File: src/rtl/six_bit_serial_subtractor.sv
// rtl/six_bit_serial_subtractor.sv - bit-serial x - y, LSB first, one full-adder slice
// Start/busy/done handshake; z and borrow held until the next completed operation.
module six_bit_serial_subtractor #(
  parameter int WIDTH = 6
) (
  input  logic             clk,
  input  logic             rst_n,
  input  logic             start,
  input  logic [WIDTH-1:0] x,
  input  logic [WIDTH-1:0] y,
  output logic             busy,
  output logic             done,
  output logic [WIDTH-1:0] z,
  output logic             borrow
);

  localparam int CW = (WIDTH > 1) ? $clog2(WIDTH) : 1;

  typedef enum logic [1:0] {IDLE, RUN, DONE} state_t;

  state_t           state, state_nx;
  logic [WIDTH-1:0] xr, yr, sr;
  logic             carry;
  logic [CW-1:0]    cnt;
  logic             s_bit, c_bit, load, last;

  // yr holds ~y and carry is seeded with 1, so the slice adds the two's complement
  assign s_bit = xr[0] ^ yr[0] ^ carry;
  assign c_bit = (xr[0] & yr[0]) | (xr[0] & carry) | (yr[0] & carry);
  assign load  = start && (state != RUN);
  assign last  = (state == RUN) && (cnt == CW'(WIDTH - 1));

  always_comb begin
    state_nx = state;
    busy     = 1'b0;
    done     = 1'b0;
    case (state)
      IDLE: begin
        if (start) state_nx = RUN;
      end
      RUN: begin
        busy = 1'b1;
        if (last) state_nx = DONE;
      end
      DONE: begin
        done     = 1'b1;
        state_nx = start ? RUN : IDLE;
      end
      default: state_nx = IDLE;
    endcase
  end

  always_ff @(posedge clk or negedge rst_n) begin
    if (!rst_n) begin
      state  <= IDLE;
      xr     <= '0;
      yr     <= '0;
      sr     <= '0;
      carry  <= 1'b0;
      cnt    <= '0;
      z      <= '0;
      borrow <= 1'b0;
    end else begin
      state <= state_nx;
      if (load) begin
        xr    <= x;
        yr    <= ~y;
        carry <= 1'b1;
        cnt   <= '0;
      end else if (state == RUN) begin
        xr    <= {1'b0, xr[WIDTH-1:1]};
        yr    <= {1'b0, yr[WIDTH-1:1]};
        sr    <= {s_bit, sr[WIDTH-1:1]};
        carry <= c_bit;
        cnt   <= cnt + 1'b1;
        if (last) begin
          z      <= {s_bit, sr[WIDTH-1:1]};
          borrow <= ~c_bit;
        end
      end
    end
  end

endmodule

File: config.mk
export PLATFORM = sky130hd
export DESIGN_NAME = six_bit_serial_subtractor
export DESIGN_NICKNAME = d
export VERILOG_FILES = /design/src/rtl/six_bit_serial_subtractor.sv
export SDC_FILE = /design/constraint.sdc
export NUM_CORES = 1
export LEC_CHECK = 0
export CORE_UTILIZATION = 45
export DETAILED_ROUTE_END_ITERATION = 8
export GPL_TIMING_DRIVEN = 0
export PLACE_DENSITY = 0.74
export SYNTH_ARGS = -nofsm -noshare
export SYNTH_HDL_FRONTEND = slang
export SYNTH_SLANG_ARGS = --single-unit
File: constraint.sdc
create_clock -name clk -period 1.85 [get_ports clk]
set_input_delay 0.37 -clock clk [delete_from_list [all_inputs] [get_ports clk]]
set_output_delay 0.37 -clock clk [all_outputs]
set_load 0.02 [all_outputs]
Word level (Yosys, flattened, before mapping)
Index checks and enable logic that the tools add are counted.

word-level totals
  output and inout bits = 9
  word-level logic and storage cells = 46
  register bits = 31

cells by class
  equality and inequality tests = 6
  muxes and demuxes = 14
  $add $sub $neg = 1
  bitwise logic cells = 10
  reduce and logical (&&, ||, !) cells = 7

operator list
  operator               count
  $mux W6                4
  $mux W3                2
  $not A6 Y6             1
  $pmux W2 S3            1
  $mux W1                5
  $mux W2                2
  $ne A2 B2 Y1 const B   2
  $reduce_and A2 Y1      2
  $add A3 B1 Y3 const B  1
  $and A1 B1 Y1          3
  $eq A3 B3 Y1 const B   1
  $reduce_and A3 Y1      1
  $eq A2 B1 Y1 const B   1
  $eq A2 B2 Y1 const B   1
  $logic_and A1 B1 Y1    2
  $logic_not A2 Y1       1
  $ne A2 B1 Y1 const B   1
  $not A1 Y1             2
  $or A1 B1 Y1           2
  $reduce_bool A2 Y1     1
  $xor A1 B1 Y1          2

Longest topological paths before layout
  depth in word-level cells = 5
  depth in mapped cells = 6

Worst setup path after synthesis
OpenSTA, ideal clock, no wires.

  path type = register -> register
  start = register cnt[0]
  end = register borrow
  period minus slack after synthesis = 1.227 ns
  path slack = 0.623 ns
  cell stages (with the launch flop) = 4
  setup time = 0.125 ns
  buffers on the path = 0
  data required time = 1.725 ns
  data arrival time = 1.102 ns
  path through = dfrtp_1 > ha_1 > nand4b_4 > mux2_2

on the way
  cells in the longest elaborated chain, start to end = 3

RTL lines
  element                      line  text
  from (decl)                  24    logic [CW-1:0] cnt;
  from (signal assigned)       75    cnt <= cnt + 1'b1;
  $eq A3 B3 Y1                 31    assign last = (state == RUN) && (cnt == CW'(WIDTH - 1));
  $logic_and A1 B1 Y1          31
  $reduce_and A3 Y1 (no line)  --
  to (signal assigned)         78    borrow <= ~c_bit;
  to (decl)                    14    output logic borrow

Every way passes these cells.
A chain may end at the register's enable or synchronous reset.

Final worst setup path
  start = register state[1]
  end = output port busy

on the way
  cells in the longest elaborated chain, start to end = 2

RTL lines
  element                 line  text
  from (decl)             21    state_t state, state_nx;
  from (signal assigned)  64    state <= state_nx;
  $eq A2 B1 Y1            37    case (state)
  $mux W1                 37
  to (decl)               11    output logic busy,

Every way passes these cells.

==> flow_summary.json <==
{
  "io_buffer_count": 23,
  "tightest_slew_ns": 0.648,
  "rows": 19,
  "peakVddDrop_mv": 1.10,
  "synth_area_mm2": 0.00133,
  "slowest_stage": "dfrtp_1",
  "grt_pass1_vias": 896,
  "track_usage_pct": 17.1,
  "timing.hold.ws_ns": 0.0463,
  "syn_inst": 119,
  "fin_crit_ns": 1.76,
  "nNetsFinal": 167,
  "grt_pass1_wl_um": 4010,
  "cp-end-kind": "primary output",
  "antenna-diode-count": 0,
  "grt_max_degree": 31,
  "finalWirelength_um": 2290,
  "cts_sinks": 30,
  "synth.distinct_cells": 21,
  "overflow": 0,
  "outcome": "complete, no violations",
  "layout_commonest_cell": "dfrtp_1",
  "dp_hpwl_um": 1660,
  "cts_tree": "yes",
  "hold_viol": 0,
  "criticalPathCategory": "reg2out",
  "clk_pin_slew_ns": 0.10,
  "finalWorstSetupSlack_ns": 0.0903,
  "yosys_warnings": 0,
  "rsz0062_at_grt": "false",
  "finalClockSkew_ns": 0.00781,
  "max-cap-violations": 0,
  "cp.required_ns": 1.48,
  "ant_nets": 0,
  "wire_per_inst_um": 12.6,
  "antenna_found_initial": 0,
  "cts_root_buf": "clkbuf_4",
  "multi_input_area_um2": 493,
  "relSlewSlack_pct": 56.8,
  "cp_common_cell": "buf_6",
  "arrival_ns": 1.39,
  "ys_seq_elements": 30,
  "place_congestion": 0.726,
  "p_leak_nw": 0.794,
  "area_delta_synth_final_pct": 24.4,
  "place_ws_ns": -0.115,
  "ys_dominant_reg_cell": "dfrtp_1",
  "slew_violations": 0,
  "avgViaCountPerCell": 5.12,
  "p_per_area_mw_per_mm2": 1600,
  "fp.coreArea_mm2": 0.00278,
  "die_h_um": 56.3,
  "clk_path_buf_depth": 2,
  "vias": 926,
  "placed_cells": 173,
  "worst-path-buf-inv": 4,
  "ys_async_sr_fraction_pct": 100,
  "dieArea_mm2": 0.00317,
  "drt_iter0_drc": 19,
  "synth_edf_count": 0,
  "htreeDepth": 2,
  "startpoint_type": "flop",
  "cts-buffers-inserted": 5,
  "setup_viol": 0,
  "crit_family": "buffers and inverters",
  "fill_cells": 255,
  "drt-pass1-iter-count": 4,
  "fp.dieW_um": 56.3,
  "max_stage_delay_ns": 0.39,
  "drive_above_1_share_pct": 16.0,
  "initial_utilization_pct": 47.7,
  "final_cell_mix": "dfrtp_1 (30), nand2_1 (25), clkdlybuf4s50_1 (20), o21ai_0 (13)",
  "clkLatencyLatePin_ns": 0.34,
  "syn_area_per_cell_um2": 11.2,
  "finalCritPeriodShare_pct": 95.1,
  "synth_seq_area_share_pct": 56.6,
  "pin_count": 24,
  "fmax_ghz": 0.568,
  "cp_max_fo": 10,
  "crit_chain": "nand2b_1 -> buf_6 -> inv_6 -> buf_6 -> buf_4",
  "ff_latch_area_um2": 751,
  "synthesis.nets": 137,
  "tns_ns": 0,
  "fin_cells": 181,
  "ctsHoldBuffers": 0,
  "drc_errors": 0,
  "hp-class": "in2async"
}
## state kept, by name, indices dropped and copies added, names as in the netlist
| register | count |
|---|---|
| xr | 6 |
| yr | 6 |
| z | 6 |
| sr | 5 |
| cnt | 3 |
| state | 2 |
| borrow | 1 |
| carry | 1 |
## Yosys cell counts, types with 2 or more instances
cell | number | area (um^2)
nor2_1 | 2 | 7.51
buf_6 | 4 | 45.0
a21oi_1 | 4 | 20.0
o21ai_0 | 13 | 65.1
inv_1 | 5 | 18.8
mux2_2 | 7 | 78.8
o21ai_1 | 4 | 20.0
nand3_1 | 3 | 15.0
ha_1 | 2 | 25.0
nand2_1 | 25 | 93.8
mux2i_1 | 7 | 70.1
dfrtp_1 | 30 | 751
nor2b_1 | 5 | 31.3
## per-stage QoR
stage	total power, mW	cell area [um^2]	utilization [%]
6_report	2.64	1650	59.4
5_1_grt	2.87	1650	59.4
3_5_place_dp	2.27	1600	57.4
2_1_floorplan	1.86	1330	-
4_1_cts	2.68	1650	59.5
3_3_place_gp	2.21	1600	57.4
## cell type report
class | instances | area share, %
repair buffers | 23 | 13.4
well taps | 31 | 2.35
flip-flops and latches | 30 | 45.5
plain buffers | 5 | 3.18
multi-input cells | 77 | 29.8
clock buffers | 6 | 3.11
clock inverters | 2 | 0.758
inverters | 7 | 1.89
## layer usage
layer,up-vias,part of all wire (%),global-route usage (%)
met4,0,2.0,7.32
li1,455,-,-
met3,6,6.4,7.14
met2,26,47,26.7
met5,-,0,0
met1,439,45,20.9
## path summary, 6_finish.rpt
check                          from     end  slack (ns)  cells past startpoint
setup / recovery           state[1]    busy        0.09                      5
hold / removal                rst_n  cnt[2]        0.05                      1
setup reg to reg             cnt[0]    z[4]        0.53                      3
hold reg to reg                z[5]    z[5]        0.49                      2
max in group asynchronous     rst_n    z[1]        1.38                      1
min in group clk               z[5]    z[5]        0.49                      2
## logic make-up (layout without fill, tap and decap cells)
| family | after synthesis | after routing | share of synthesized area, % |
|---|---|---|---|
| AND/OR/NAND/NOR | 37 | 37 | 13.4 |
| adder cells (fa/ha/maj) | 3 | 3 | 3.39 |
| AO/OA/AOI/OAI | 22 | 22 | 8.48 |
| buffers and inverters | 12 | 43 | 6.31 |
| multiplexers | 14 | 14 | 11.2 |
| flip-flops | 30 | 30 | 56.6 |
| XOR/XNOR | 1 | 1 | 0.660 |
## where the power goes
| part | leakage [nW] | total, mW | switching, mW | internal, mW |
|---|---|---|---|---|
| Clock | 0.0343 | 0.418 | 0.235 | 0.182 |
| Sequential | 0.373 | 1.13 | 0.178 | 0.949 |
| Combinational | 0.386 | 1.10 | 0.565 | 0.534 |
| Total | 0.794 | 2.64 | 0.978 | 1.67 |
## timing repair
action | in CTS | in global routing
setup buffers | 0 | 0
resized for setup | 5 | 1
endpoints found under the setup margin | 2 | 1
Power figures use the tool's default switching activity.
